===== src/rtl/waveform_pkg.sv =====
`default_nettype none
// ============================================================================
//  Module      : waveform_pkg
//  Description : Shared shape encodings, widths and helpers for waveform_gen.
//  Revision    : 1.0 - initial release
// ============================================================================
package waveform_pkg;

    localparam int PHASE_W  = 8;
    localparam int SAMPLE_W = 8;
    localparam int BASE_DIV = 16;
    localparam int PRESC_W  = 11;
    localparam int FR_W     = 3;

    typedef enum logic [1:0] {
        SHAPE_SQUARE = 2'b00,
        SHAPE_SAW    = 2'b01,
        SHAPE_TRI    = 2'b10,
        SHAPE_SINE   = 2'b11
    } shape_e;

    // Terminal prescaler count for a given rate select: (16 << fr) - 1.
    function automatic logic [PRESC_W-1:0] period_last(input logic [FR_W-1:0] fr);
        return PRESC_W'((BASE_DIV << fr) - 1);
    endfunction

endpackage
`default_nettype wire


===== src/rtl/sine_quarter_rom.sv =====
`default_nettype none
// ============================================================================
//  Module      : sine_quarter_rom
//  Description : First-quarter sine table, round(127.5+127.5*sin(2pi(i+.5)/256)).
//  Revision    : 1.0 - initial release
// ============================================================================
module sine_quarter_rom (
    input  logic [5:0] addr_i,
    output logic [7:0] data_o
);

    // Pure lookup; the half-sample offset makes the quarter mirror exactly.
    always_comb begin
        data_o = 8'd0;
        case (addr_i)
            6'd0:  data_o = 8'd129;  6'd1:  data_o = 8'd132;
            6'd2:  data_o = 8'd135;  6'd3:  data_o = 8'd138;
            6'd4:  data_o = 8'd142;  6'd5:  data_o = 8'd145;
            6'd6:  data_o = 8'd148;  6'd7:  data_o = 8'd151;
            6'd8:  data_o = 8'd154;  6'd9:  data_o = 8'd157;
            6'd10: data_o = 8'd160;  6'd11: data_o = 8'd163;
            6'd12: data_o = 8'd166;  6'd13: data_o = 8'd169;
            6'd14: data_o = 8'd172;  6'd15: data_o = 8'd175;
            6'd16: data_o = 8'd178;  6'd17: data_o = 8'd181;
            6'd18: data_o = 8'd183;  6'd19: data_o = 8'd186;
            6'd20: data_o = 8'd189;  6'd21: data_o = 8'd192;
            6'd22: data_o = 8'd194;  6'd23: data_o = 8'd197;
            6'd24: data_o = 8'd200;  6'd25: data_o = 8'd202;
            6'd26: data_o = 8'd205;  6'd27: data_o = 8'd207;
            6'd28: data_o = 8'd210;  6'd29: data_o = 8'd212;
            6'd30: data_o = 8'd214;  6'd31: data_o = 8'd217;
            6'd32: data_o = 8'd219;  6'd33: data_o = 8'd221;
            6'd34: data_o = 8'd223;  6'd35: data_o = 8'd225;
            6'd36: data_o = 8'd227;  6'd37: data_o = 8'd229;
            6'd38: data_o = 8'd231;  6'd39: data_o = 8'd233;
            6'd40: data_o = 8'd234;  6'd41: data_o = 8'd236;
            6'd42: data_o = 8'd238;  6'd43: data_o = 8'd239;
            6'd44: data_o = 8'd241;  6'd45: data_o = 8'd242;
            6'd46: data_o = 8'd243;  6'd47: data_o = 8'd245;
            6'd48: data_o = 8'd246;  6'd49: data_o = 8'd247;
            6'd50: data_o = 8'd248;  6'd51: data_o = 8'd249;
            6'd52: data_o = 8'd250;  6'd53: data_o = 8'd251;
            6'd54: data_o = 8'd252;  6'd55: data_o = 8'd252;
            6'd56: data_o = 8'd253;  6'd57: data_o = 8'd253;
            6'd58: data_o = 8'd254;  6'd59: data_o = 8'd254;
            6'd60: data_o = 8'd255;  6'd61: data_o = 8'd255;
            6'd62: data_o = 8'd255;  6'd63: data_o = 8'd255;
            default: data_o = 8'd0;
        endcase
    end

endmodule
`default_nettype wire


===== src/rtl/waveform_gen.sv =====
`default_nettype none
// ============================================================================
//  Module      : waveform_gen
//  Description : Prescaled phase accumulator driving square/saw/tri/sine
//                samples through a valid/ready handshake with sticky overrun.
//  Revision    : 1.0 - initial release
// ============================================================================
module waveform_gen
    import waveform_pkg::*;
(
    input  logic                clk_i,
    input  logic                rst_ni,
    input  logic                en_i,
    input  logic [1:0]          fsel_i,
    input  logic [FR_W-1:0]     fr_i,
    input  logic                sample_ready_i,
    output logic [SAMPLE_W-1:0] sample_o,
    output logic                sample_valid_o,
    output logic                overrun_o
);

    logic [PRESC_W-1:0]  presc_q,   presc_d;
    logic [FR_W-1:0]     fr_q,      fr_d;
    logic [PHASE_W-1:0]  phase_q,   phase_d;
    logic [SAMPLE_W-1:0] sample_q,  sample_d;
    logic                valid_q,   valid_d;
    logic                overrun_q, overrun_d;

    logic                tick;
    logic                xfer;
    logic [5:0]          rom_addr;
    logic [7:0]          rom_data;
    logic [7:0]          tri_ramp;
    logic [SAMPLE_W-1:0] shape;

    // Odd quarters read the table backwards to mirror the first quarter.
    assign rom_addr = phase_q[6] ? ~phase_q[5:0] : phase_q[5:0];

    sine_quarter_rom u_rom (
        .addr_i (rom_addr),
        .data_o (rom_data)
    );

    // Shape of the current phase; only captured on tick cycles.
    always_comb begin
        shape    = '0;
        tri_ramp = {phase_q[6:0], 1'b0};
        case (shape_e'(fsel_i))
            SHAPE_SQUARE: shape = phase_q[7] ? 8'h00 : 8'hFF;
            SHAPE_SAW:    shape = phase_q;
            SHAPE_TRI:    shape = phase_q[7] ? ~tri_ramp : tri_ramp;
            SHAPE_SINE:   shape = phase_q[7] ? (8'd255 - rom_data) : rom_data;
            default:      shape = '0;
        endcase
    end

    // Prescaler, phase advance and sample handshake next-state.
    always_comb begin
        presc_d   = presc_q;
        fr_d      = fr_q;
        phase_d   = phase_q;
        sample_d  = sample_q;
        valid_d   = valid_q;
        overrun_d = overrun_q;

        tick = en_i && (presc_q == period_last(fr_q));
        xfer = valid_q && sample_ready_i;

        // Rate select only takes effect at a wrap so periods are never cut short.
        if (!en_i) begin
            presc_d = '0;
        end else if (tick) begin
            presc_d = '0;
            fr_d    = fr_i;
        end else begin
            presc_d = presc_q + 1'b1;
        end

        if (tick) begin
            phase_d = phase_q + 1'b1;
            if (!valid_q || xfer) begin
                sample_d = shape;
                valid_d  = 1'b1;
            end else begin
                // Unconsumed sample is kept; the new one is dropped.
                overrun_d = 1'b1;
            end
        end else if (xfer) begin
            valid_d = 1'b0;
        end
    end

    // State registers with asynchronous clear.
    always_ff @(posedge clk_i or negedge rst_ni) begin
        if (!rst_ni) begin
            presc_q   <= '0;
            fr_q      <= '0;
            phase_q   <= '0;
            sample_q  <= '0;
            valid_q   <= 1'b0;
            overrun_q <= 1'b0;
        end else begin
            presc_q   <= presc_d;
            fr_q      <= fr_d;
            phase_q   <= phase_d;
            sample_q  <= sample_d;
            valid_q   <= valid_d;
            overrun_q <= overrun_d;
        end
    end

    assign sample_o       = sample_q;
    assign sample_valid_o = valid_q;
    assign overrun_o      = overrun_q;

endmodule
`default_nettype wire

===== config.mk =====
export PLATFORM = sky130hd
export DESIGN_NAME = waveform_gen
export DESIGN_NICKNAME = d
export VERILOG_FILES = /design/src/rtl/waveform_pkg.sv /design/src/rtl/sine_quarter_rom.sv /design/src/rtl/waveform_gen.sv
export SDC_FILE = /design/constraint.sdc
export NUM_CORES = 1
export LEC_CHECK = 0
export ABC_AREA = 1
export CAP_MARGIN = 20
export CORE_ASPECT_RATIO = 1.1
export CORE_MARGIN = 2
export CORE_UTILIZATION = 40
export DETAILED_ROUTE_END_ITERATION = 6
export GPL_TIMING_DRIVEN = 0
export PLACE_DENSITY = 0.69
export SYNTH_ARGS = -nofsm -noshare
export SYNTH_HDL_FRONTEND = slang
export SYNTH_SLANG_ARGS = --single-unit

===== constraint.sdc =====
create_clock -name clk_i -period 3.1 [get_ports clk_i]
set_input_delay 0.775 -clock clk_i [delete_from_list [all_inputs] [get_ports clk_i]]
set_output_delay 0.775 -clock clk_i [all_outputs]
set_load 0.05 [all_outputs]

; After elaboration in Yosys (flattened, before gate mapping)
; Memory sizes are Yosys's and may differ from the RTL's.
; Index checks and enable logic that the tools add are counted.
[op_classes]
n_addsub = 4
n_eq_ne = 5
shift = 1
muxes = 10
bitwise_logic = 3
reduce_logical = 10
[op_table]
columns = cell, n
row1 = $pmux 8 s4, 1
row2 = $mux 8, 3
row3 = $mux 11, 2
row4 = $add 11x1->11 const B, 1
row5 = $eq 11x11->1, 1
row6 = $shl 5x3->11 const A, 1
row7 = $sub 11x2->11 const B, 1
row8 = $add 8x1->8 const B, 1
row9 = $not 8->8, 1
row10 = $reduce_and 2->1, 4
row11 = $sub 8x8->8 const A, 1
row12 = $mux 6, 1
row13 = $not 6->6, 1
row14 = $eq 2x2->1 const B, 2
row15 = $mux 1, 3
row16 = $eq 2x1->1 const B, 1
row17 = $logic_and 1x1->1, 2
row18 = $logic_not 2->1, 1
row19 = $ne 2x1->1 const B, 1
row20 = $reduce_bool 2->1, 1
row21 = $logic_not 1->1, 1
row22 = $logic_or 1x1->1, 1
row23 = $not 1->1, 1
[word_totals]
ff_bits = 32
romBits = 448
input_bits = 9
out_inout_bits = 10
memories = 1
[mem_list]
columns = memory, words, width, rd, rd_clocked_by_memory_dff, write_ports, line
row1 = (no name shown), 64, 7, 1, 0, 0, sine_quarter_rom.sv:15  ; case (addr_i)

; Longest topological paths before layout
; Gate-level depths: netlist of the first run.
[depth]
word_depth = 6
ltp_mapped = 16

; Hierarchy
; From an unflattened synthesis of the first run, not the netlist that was laid out.
[unflattened]
cells_unflattened = 498
area_unflattened_um2 = 3120.5
[by_module_without_submodules]
columns = mod, n_inst, cells_each, area_each_um2
row1 = waveform_gen, 1, 363, 2398.6
row2 = sine_quarter_rom, 1, 135, 721.9

; Least setup slack after synthesis of the first run
; No wires, ideal clock.
[synth_timing]
path_kind = register -> register
from = register fr_q[1]
to = register phase_q[4]
setup_time_ns = 0.125
t_arrival_ns = 2.069
required_ns = 2.975
setup_slack_ns = 0.906
path_stages_with_launch = 13
synth_period_minus_slack_ns = 2.194
path_cell_list = dfrtp_1 nor2_2 nand2_1 ha_1 nand2_1 inv_1 nor3_1 nand3b_4 nor2_4 nand2_4 nor2_4 nand3_2 xor2_1
[synth_between]
elab_chain_cells = 4
[synth_rtl]
columns = item, line
row1 = "start, declared", waveform_gen.sv:23  ; logic [FR_W-1:0] fr_q, fr_d;
row2 = "start signal, assigned", waveform_gen.sv:104  ; fr_q <= fr_d;
row3 = $shl 5x3->11, waveform_pkg.sv:24  ; return PRESC_W'((BASE_DIV << fr) - 1);
row4 = $sub 11x2->11, waveform_pkg.sv:24
row5 = $eq 11x11->1, waveform_gen.sv:66  ; tick = en_i && (presc_q == period_last(fr_q));
row6 = $logic_and 1x1->1, waveform_gen.sv:66
row7 = "end signal, assigned", waveform_gen.sv:105  ; phase_q <= phase_d;
row8 = "end, declared", waveform_gen.sv:24  ; logic [PHASE_W-1:0] phase_q, phase_d;
; Every way passes these cells.
; A chain may end at the register's enable or synchronous reset.

; Final worst setup path of the first run
[layout_timing]
from = register phase_q[6]
to = register sample_q[0], in the netlist sample_o[0]
[layout_between]
elab_chain_cells = 5
[layout_rtl]
columns = item, line
row1 = $mux 6 *, waveform_gen.sv:37  ; assign rom_addr = phase_q[6] ? ~phase_q[5:0] : phase_q[5:0];
row2 = $mem_v2 64x7 *, --
row3 = $sub 8x8->8, waveform_gen.sv:52  ; SHAPE_SINE: shape = phase_q[7] ? (8'd255 - rom_data) : rom_data;
row4 = $mux 8 *, waveform_gen.sv:52
row5 = $pmux 8 s4 *, waveform_gen.sv:48  ; case (shape_e'(fsel_i))
row6 = "end signal, assigned", waveform_gen.sv:106  ; sample_q <= sample_d;
row7 = "end, declared", waveform_gen.sv:25  ; logic [SAMPLE_W-1:0] sample_q, sample_d;
; Mark *: on every way between the ends. The rest lies on a longest branch, timed or not.

==> summary.md, run 1 <==
| Metric | Value |
|---|---|
| Status | `completed` |
| Number of synthesized flops with an enable pin | `0` |
| Top cell by count, worst path | `nand2_1` |
| Post-CTS setup repair buffer count | `0` |
| Ys Warns | `0` |
| DR vias/cell | `5.13` |
| Starting Density | `between 40 and 50%` |
| Final worst clock skew | `between 0.009 and 0.01 ns` |
| Placed cell count | `531` |
| Global route overflow | `0` |
| Vias | `roughly 2800` |
| R2R cell count | `15` |
| Fin. max-slew vios | `0` |
| Skew-Pair Late Insertion Delay | `between 0.2 and 0.3 ns` |
| Syn Area/Cell | `between 6 and 7 µm²` |
| CTS resizes | `0` |
| CP startpoint | `phase_q[6]$_DFFE_PN0P_` |
| Die width | `83.9 µm` |
| WL final | `roughly 6700 µm` |
| R2R Path Start | `phase_q[6]$_DFFE_PN0P_` |
| Synth Flop Type | `dfrtp_1` |
| Avg WL per Cell | `12.4 µm` |
| Routed Antenna Nets | `0` |
| N_diodes | `0` |
| Synth top area share | `about 29%` |
| Gr usage total | `between 10% and 20%` |
| Share of post-route cells with drive strength above 1 | `roughly a tenth` |
| Longest Clk Path Bufs | `2` |
| Max cap viols | `0` |
| Post-route minimum period | `2.62 ns` |
| Post-Route Utilization | `46.2%` |
| Peak VDD IR | `0.271 mV` |
| Largest net degree at the start of global routing | `33` |
| CTS H-tree lvls | `2` |
| CTS sink cnt | `32` |
| Sequential share of the synthesized area | `between 20% and 30%` |
| CP max stage delay | `0.44 ns` |
| Pwr dens | `271 nW/µm²` |
| Fin cells | `approximately 540` |
| CTS Buf Count | `5` |
| Synth unique cells | `36` |
| Gpl congestion | `roughly 0.90` |
| Pre-Repair DR Iteration Count | `4` |
| Clock-pin slew on the worst setup and hold paths | `~0.07 ns` |
| Synth area leader | `dfrtp_1` |
| Hold Vio Cnt, Final | `0` |
| Ports | `19` |
| Final Cycle Share | `84.5%` |
| Final setup vio count | `0` |
| Critical Path Fanout Max | `10` |
| Worst path arrival time | `roughly 2.8 ns` |
| Worst hold path depth | `1` |
| CP max stage cell | `dfrtp_1` |
| Initial DRC count | `between 100 and 150` |
| Post-Synthesis Cells | `between 400 and 500` |
| Core Region | `6930 µm²` |
| Layout area overhead | `13.9%` |
| Ys async rst share | `100%` |
| CP endpoint kind | `flop` |
| Setup_tns | `0 ns` |
| RSZ-0062 raised after global routing | `false` |
| Synth area leaders | `dfrtp_1 (29%), nand2_1 (16%), nand3_1 (10%)` |
| Chip Height | `approximately 92 µm` |
| Synthesis-stage register bit count | `32` |
| Synth Net Count | `between 400 and 500` |
| Reg area | `roughly 800 µm²` |
| Area of the multi-input gates | `around 1700 µm²` |
| Most instantiated cells after synthesis | `nand2_1 (121), nand3_1 (58), inv_1 (50)` |
| Worst Hold End | `presc_q[0]$_DFF_PN0_` |
| CP Data Required Time | `~3.3 ns` |
| Hold Crit Start | `presc_q[0]$_DFF_PN0_` |
| Setup crit start kind | `flop` |
| Cts hold-fix bufs | `0` |
| Worst path cell trace | `buf_4 -> nand2_1 -> nand2_1 -> inv_1 -> ha_1 -> inv_1 -> nand2_1 -> nand3_1 -> nand2_1 -> nand2_1 -> nand3_1 -> nand3_1 -> nand2_1 -> nand3_1 -> a21oi_1` |
| Port buffer count | `18` |
| Max-slew headroom | `around half` |
| Nets | `between 400 and 500` |
| First-pass GRT wire length | `between 10000 and 15000 µm` |
| Worst min path class | `flop to flop` |
| Tightest Pin Transition | `between 0.7 and 0.8 ns` |
| R2R Setup Slk | `0.48 ns` |
| CTS tree | `built` |
| Root Driver | `clkbuf_8` |
| Syn Std Cell Area | `about 2800 µm²` |
| Max Fclk | `382 MHz` |
| DP HPWL | `between 5000 and 6000 µm` |
| Num rows | `32` |
| Initial antenna violation count | `0` |
| P_leak | `1.65 nW` |
| Kind of critical path | `flop to flop` |
| Reg2Reg Capture Point | `sample_o[0]$_DFFE_PN0P_` |
| Vias in the first global route | `2715` |
| DRC violation count after routing | `0` |
| Most frequent cell after synthesis | `nand2_1` |
| Die area | `slightly below 8000 µm²` |
| Fillers | `around 700` |
## power by group
| group | switching (mW) | internal (mW) | leakage [nW] | total [mW] |
|---|---|---|---|---|
| combinational | 0.0273 | 0.0172 | 1.18 | 0.0444 |
| sequential | 0.00218 | 0.420 | 0.408 | 0.423 |
| clock | 0.161 | 0.239 | 0.0552 | 0.400 |
## registers in the layout (all words and copies together), names as in the netlist
name            cells
sample_o            8
presc_q            11
fr_q                3
phase_q             8
sample_valid_o      1
overrun_o           1
## cell type report
| cell class | instances | share of cell area, % |
|---|---|---|
| buffer | 8 | 1.49 |
| clock inverter | 2 | 1.10 |
| clock buffer | 6 | 2.27 |
| multi-input combinational | 325 | 53.9 |
| tap | 85 | 3.33 |
| inverter | 63 | 7.39 |
| timing repair buffer | 18 | 5.48 |
| sequential | 32 | 25.0 |
## through the flow
stage,power (mW),area [µm²],hold slack [ns],worst slack (ns)
floorplan,0.451,2810,0.430,0.906
global placement,0.475,3100,0.452,0.534
detailed placement,0.476,3090,0.452,0.471
CTS,0.879,3200,0.462,0.504
global route,0.900,3200,0.491,0.161
finish,0.867,3200,0.459,0.482
## cell families (layout without fill, tap and decap cells)
logic type,count (synthesis),after routing,synth area share [%]
simple gates,255,255,43.1
buf+inv,71,97,10.1
compound gates,44,44,8.06
flops,32,32,28.5
fa+ha+maj,14,14,6.24
xor+xnor,12,12,4.01
## how the worst max path moves through the flow
stage                         endpoint  slack [ns]  depth (start not counted)
2_1_floorplan   phase_q[4]$_DFFE_PN0P_        0.91                         12
3_3_place_gp   sample_o[0]$_DFFE_PN0P_        0.53                         15
3_5_place_dp   sample_o[4]$_DFFE_PN0P_        0.47                         10
4_1_cts        sample_o[0]$_DFFE_PN0P_        0.50                         14
5_1_grt        sample_o[2]$_DFFE_PN0P_        0.16                         16
6_report       sample_o[0]$_DFFE_PN0P_        0.48                         15
## critical path: cells and delay by family, from the launching register on
family	cells	cell delay, ns
DFF	1	0.44
adders and majority gates	1	0.38
and+or+nand+nor	10	1.04
AOI/OAI and AO/OA	1	0.07
buffers and inverters	3	0.57
## metal layers
| layer | track usage [%] | wire length (µm) |
|---|---|---|
| met2 | 32.9 | 3300 |
| met5 | 0 | 0 |
| met1 | 22.6 | 2950 |
| met3 | 3.96 | 308 |
| met4 | 5.51 | 123 |
## placed cells by master, fill, tap and decap left out, types with 3 or more instances in the layout
cell type        synthesis  routed
clkbuf_8                 0       5
nand2_1                121     121
o21ai_0                 22      22
ha_1                    14      14
dfrtp_1                 32      32
nor2_4                   4       4
buf_2                    2       3
a21oi_1                 16      16
nor3_1                  11      11
clkbuf_1                 2       3
or2_1                    5       5
nand2_2                  4       4
clkdlybuf4s50_1          0      17
nand4_1                  5       5
nor2_1                  29      29
nand3_1                 58      58
o21ai_1                  4       4
xor2_1                   9       9
inv_1                   50      50
inv_2                   11      11
nand3b_1                 4       4
nor2_2                   3       3
No activity file was read; power rests on OpenSTA's default activity.
==> inputs of run 2 (changes only) <==
Clock period 3.1 ns to 2.5 ns, I/O delays scaled along.
==> run 2 against run 1 <==
Critical path depth is 3 lower. Maximum frequency is 18% higher. Die area stayed put. Flip-flop and latch count stayed put. Critical endpoint is now sample_o[4]$_DFFE_PN0P_.
==> summary.md, run 2 (synthesis gave the netlist of run 1 again) <==
| Metric | Value |
|---|---|
| Post-route minimum period | `~2.2 ns` |
| Gpl congestion | `about 0.90` |
| Most frequent cells in the layout | `nand2_1 (119), nand3_1 (58), inv_1 (48)` |
| Worst min path class | `primary input to async pin` |
| Root Driver | `clkbuf_8` |
| DRC violation count after routing | `0` |
| P_leak | `approximately 1.7 nW` |
| Setup crit start kind | `flop` |
| Ports | `19` |
| Nets | `slightly below 500` |
| Core Region | `between 6000 and 7000 µm²` |
| Final setup vio count | `0` |
| Max reg flops | `11` |
| Hold Vio Cnt, Final | `0` |
| Max cap viols | `0` |
| Tightest Pin Transition | `between 0.7 and 0.8 ns` |
| CP startpoint | `fr_q[2]$_DFFE_PN0P_` |
| R2R cell count | `12` |
| Max-slew headroom | `approximately half` |
| Die area | `around 7700 µm²` |
| Status | `completed` |
| Critical Path Fanout Max | `6` |
| Pwr dens | `325 nW/µm²` |
| Final Power | `around 1.1 mW` |
| Global route overflow | `0` |
| Port buffer count | `18` |
| Final worst clock skew | `just over 0.01 ns` |
| Initial DRC count | `143` |
| Clock-pin slew on the worst setup and hold paths | `approximately 0.080 ns` |
| Longest Clk Path Bufs | `2` |
| N_diodes | `0` |
| Fillers | `about 700` |
| R2R Setup Slk | `roughly 0.27 ns` |
| Final Cycle Share | `89.0%` |
| Reg2Reg Capture Point | `sample_o[4]$_DFFE_PN0P_` |
| Worst setup path endpoint | `sample_o[4]$_DFFE_PN0P_` |
| R2R Path Start | `fr_q[2]$_DFFE_PN0P_` |
| Avg WL per Cell | `12.6 µm` |
| Vias | `2800` |
| Max Fclk | `approximately 450 MHz` |
| CTS H-tree lvls | `2` |
| Routed Antenna Nets | `0` |
| Worst path arrival time | `between 2 and 2.5 ns` |
| DP HPWL | `5140 µm` |
| Gr usage total | `18.6%` |
| Largest net degree at the start of global routing | `33` |
| Starting Density | `between 40% and 50%` |
| CTS sink cnt | `32` |
| Share of post-route cells with drive strength above 1 | `between 10% and 20%` |
| CP endpoint kind | `flop` |
| Kind of critical path | `flop to flop` |
| Chip Height | `slightly above 90 µm` |
| Peak VDD IR | `roughly 0.34 mV` |
| Hold slack | `0.404 ns` |
| CTS tree | `built` |
| CP Data Required Time | `~2.7 ns` |
| Layout area overhead | `18.1%` |
| First-pass GRT wire length | `between 10000 and 15000 µm` |
| Initial antenna violation count | `0` |
| Pre-Repair DR Iteration Count | `4` |
| Vias in the first global route | `2715` |
| DR vias/cell | `5.11` |
| Skew-Pair Late Insertion Delay | `about 0.28 ns` |
| Commonest non-fill, non-tap cell in the layout | `nand2_1` |
| CTS Buf Count | `5` |
| Num rows | `32` |
| Largest Register | `presc_q` |
| WL final | `a little under 7000 µm` |
| Fin. max-slew vios | `0` |
| Die width | `83.9 µm` |
## run 2: worst min-delay path by stage
stage | startpoint | endpoint | slack (ns) | cells past startpoint
5_1_grt | rst_ni | presc_q[6]$_DFF_PN0_ | 0.45 | 1
3_5_place_dp | presc_q[0]$_DFF_PN0_ | presc_q[0]$_DFF_PN0_ | 0.45 | 1
2_1_floorplan | rst_ni | fr_q[0]$_DFFE_PN0P_ | 0.33 | 0
6_report | rst_ni | presc_q[0]$_DFF_PN0_ | 0.40 | 1
4_1_cts | rst_ni | presc_q[5]$_DFF_PN0_ | 0.42 | 1
3_3_place_gp | presc_q[0]$_DFF_PN0_ | presc_q[0]$_DFF_PN0_ | 0.45 | 1
## run 2: per-layer routing
metal,track usage [%],up-vias,part of all wire (%)
li1,-,1444,-
met1,22.6,1281,45
met2,32.9,65,50
met3,3.96,10,3.7
met4,5.51,0,1.6
met5,0,-,0
## run 2: area by class of cell
type                    count  area, µm²  share of cell area (%)
inverters                  63        240                    7.24
flip-flops and latches     32        806                    24.3
multi-input cells         325       1770                    53.3
well taps                  85        106                    3.21
clock buffers               6       72.6                    2.19
clock inverters             2       35.0                    1.06
repair buffers             27        243                    7.32
plain buffers               8       47.5                    1.43
## run 2: through the flow
stage	utilization, %	area, µm²	worst slack, ns	cells	setup TNS [ns]
3_3_place_gp	44.7	3100	-0.0658	531	-0.153
6_report	47.9	3320	0.274	548	0
5_1_grt	47.9	3320	-0.00745	548	-0.00745
3_5_place_dp	44.6	3090	-0.0831	531	-0.173
4_1_cts	46.2	3200	0.0271	539	0
2_1_floorplan	-	2810	0.306	428	0
## run 2: critical path, cell delays in order, from the launching register on
cell and delay (ns):
dfrtp_1 0.45, inv_2 0.14, nand3_1 0.10, ha_1 0.30
nor2_1 0.08, nor3_4 0.22, nand3b_4 0.10, nor2_4 0.16
nand3_4 0.14, nor2_4 0.19, nand3b_1 0.12, nand2_1 0.07
inv_1 0.03
## run 2: repair_timing
action,in CTS,in global routing
setup endpoints to repair,3,20
setup buffers,0,9
gates resized for setup,1,13
hold buffers,0,0
pin swaps,0,3
## run 2: report_power, final
group / leakage (nW) / switching [mW] / internal [mW]
clock: 0.0552 / 0.202 / 0.296
sequential: 0.404 / 0.00270 / 0.521
combinational: 1.23 / 0.0339 / 0.0213
==> inputs of run 3 (changes only) <==
Settings changed: CORE_UTILIZATION 40 to 52, DONT_BUFFER_PORTS set to 1, PLACE_DENSITY 0.69 to 0.78.
==> run 3 against run 2 <==
Hold slack worse by 0.37 ns. Cell count down 6.9%. Die area down 22%. Worst setup slack worse by 0.074 ns. First-iteration DRC count up 80%. Critical path type unchanged. Largest cell class unchanged.
==> summary.md, run 3 (synthesis gave the netlist of run 1 again) <==
| Metric | Value |
|---|---|
| Clock share of power | `between 40% and 50%` |
| First-pass GRT wire length | `between 10000 and 15000 µm` |
| Share of post-route cells with drive strength above 1 | `between 10% and 20%` |
| Hold Vio Cnt, Final | `0` |
| Layout area overhead | `7.17%` |
| Max cap viols | `0` |
| Post-route minimum period | `around 2.3 ns` |
| Hold slack | `about 0.034 ns` |
| DR vias/cell | `~5.4` |
| CTS Buf Count | `5` |
| P_leak | `roughly 1.6 nW` |
| Avg WL per Cell | `12.9 µm` |
| R2R Path Start | `phase_q[6]$_DFFE_PN0P_` |
| Die width | `between 70 and 80 µm` |
| Skew-Pair Late Insertion Delay | `0.28 ns` |
| R2R Setup Slk | `roughly 0.2 ns` |
| DP HPWL | `between 5000 and 6000 µm` |
| Routed Antenna Nets | `0` |
| CP endpoint kind | `flop` |
| Chip Height | `just over 80 µm` |
| Peak VDD IR | `~0.24 mV` |
| Global route overflow | `0` |
| Gate power share | `between 3 and 4%` |
| Power Internal | `~0.72 mW` |
| CP startpoint | `phase_q[6]$_DFFE_PN0P_` |
| Ports | `19` |
| Starting Density | `approximately 53%` |
| CTS tree | `built` |
| Max reg flops | `11` |
| Fin. max-slew vios | `0` |
| CTS H-tree lvls | `2` |
| Core Region | `between 5000 and 6000 µm²` |
| Port buffer count | `0` |
| Vias | `2762` |
| R2R cell count | `15` |
| Final worst clock skew | `about 0.0067 ns` |
| Status | `completed` |
| N_diodes | `0` |
| Worst slack, placed | `-0.0434 ns` |
| Switch Pwr | `just over 0.2 mW` |
| Tightest Pin Transition | `between 0.4 and 0.5 ns` |
| Largest Register | `presc_q` |
| Nets | `458` |
| Post-route setup slack | `between 0.2 and 0.25 ns` |
| Worst setup path endpoint | `sample_o[1]$_DFFE_PN0P_` |
| CTS sink cnt | `32` |
| Worst min path class | `primary input to async pin` |
| Num rows | `28` |
| CP Data Required Time | `~2.7 ns` |
| Max Fclk | `~430 MHz` |
| Commonest non-fill, non-tap cell in the layout | `nand2_1` |
| Worst path arrival time | `2.47 ns` |
| Vias in the first global route | `approximately 2600` |
| Gpl congestion | `approximately 0.9` |
| Die area | `about 6000 µm²` |
| Pwr dens | `309 nW/µm²` |
| Longest Clk Path Bufs | `2` |
| Clock-pin slew on the worst setup and hold paths | `0.07 ns` |
| Post-Route Utilization | `a little under three fifths` |
| Reg2Reg Capture Point | `sample_o[1]$_DFFE_PN0P_` |
| Pre-Repair DR Iteration Count | `5` |
| Root Driver | `clkbuf_8` |
| Critical Path Fanout Max | `9` |
| Largest net degree at the start of global routing | `33` |
| WL final | `6570 µm` |
| Final setup vio count | `0` |
| Final Cycle Share | `between 90% and 100%` |
| Initial antenna violation count | `0` |
| Switching Share | `between 20% and 30%` |
| Max-slew headroom | `66.5%` |
| Setup crit start kind | `flop` |
| Gr usage total | `about a quarter` |
| Kind of critical path | `flop to flop` |
| Most frequent cells in the layout | `nand2_1 (120), nand3_1 (58), inv_1 (49)` |
| Power share of the sequential group | `between 50% and 60%` |
| RSZ-0062 raised after global routing | `false` |
| Cts hold-fix bufs | `0` |
| DRC violation count after routing | `0` |
| Initial DRC count | `roughly 260` |
run 3: changes by cell type in the layout (fill, tap and decap cells not counted), moves of 2 or more:
cell	before	now
dfrtp_2	4	2
buf_4	11	1
dfrtp_1	28	30
clkdlybuf4s50_1	17	0
run 3: worst min-delay path by stage:
stage	from	endpoint	slack (ns)	cells past startpoint
2_1_floorplan	rst_ni	fr_q[0]$_DFFE_PN0P_	0.33	0
3_3_place_gp	rst_ni	sample_o[2]$_DFFE_PN0P_	0.33	0
3_5_place_dp	rst_ni	sample_o[2]$_DFFE_PN0P_	0.33	0
4_1_cts	rst_ni	overrun_o$_DFFE_PN0P_	0.03	0
5_1_grt	rst_ni	presc_q[1]$_DFF_PN0_	0.02	0
6_report	rst_ni	overrun_o$_DFFE_PN0P_	0.03	0
run 3: final cells by class:
type                       instances  area (µm²)
buffer                             8        51.3
multi-input combinational        325        1750
fill                             492        2280
clock inverter                     1        5.00
sequential                        32         803
inverter                          63         236
clock buffer                       6        72.6
tap                               75        93.8
run 3: power groups by stage:
stage / Combinational (mW) / Sequential (mW) / Clock, mW
5_1_grt: 0.0349 / 0.525 / 0.404
3_3_place_gp: 0.0298 / 0.534 / 0
3_5_place_dp: 0.0309 / 0.534 / 0
6_report: 0.0314 / 0.525 / 0.373
4_1_cts: 0.0312 / 0.525 / 0.379
2_1_floorplan: 0.0251 / 0.534 / 0
run 3: worst max-delay path: stages, from the launching register on:
cell	delay, ns
dfrtp_2	0.45
inv_2	0.14
nand2_1	0.11
nand2_4	0.13
inv_1	0.13
ha_1	0.36
inv_1	0.13
nand2_1	0.09
nand3_1	0.10
nand2_1	0.07
o21ai_1	0.12
nand3_1	0.11
nand3_1	0.10
nand3_1	0.07
nand2_1	0.06
inv_1	0.03
run 3: per-stage QoR:
step	setup TNS, ns	total power [mW]	std cells	instance area, µm²
after floorplan	0	0.559	428	2810
after global placement	0	0.564	503	2900
after detailed placement	-0.162	0.565	503	2900
after CTS	0	0.935	510	2990
after global routing	0	0.964	510	3010
final	0	0.929	510	3010
run 3: timing repair:
| item | CTS | global route |
|---|---|---|
| gates resized for setup | 1 | 8 |
| setup buffers | 0 | 0 |
| setup endpoints to repair | 5 | 12 |
| cloned | 0 | 0 |
run 3: metal layers:
| layer | share of wire, % | track usage (%) | routed length [µm] | up-vias |
|---|---|---|---|---|
| li1 | - | - | - | 1388 |
| met1 | 41 | 27.3 | 2660 | 1242 |
| met5 | 0 | 0 | 0 | - |
| met3 | 5.5 | 3.72 | 363 | 26 |
| met4 | 3.2 | 8.91 | 208 | 0 |
| met2 | 51 | 42.4 | 3330 | 106 |
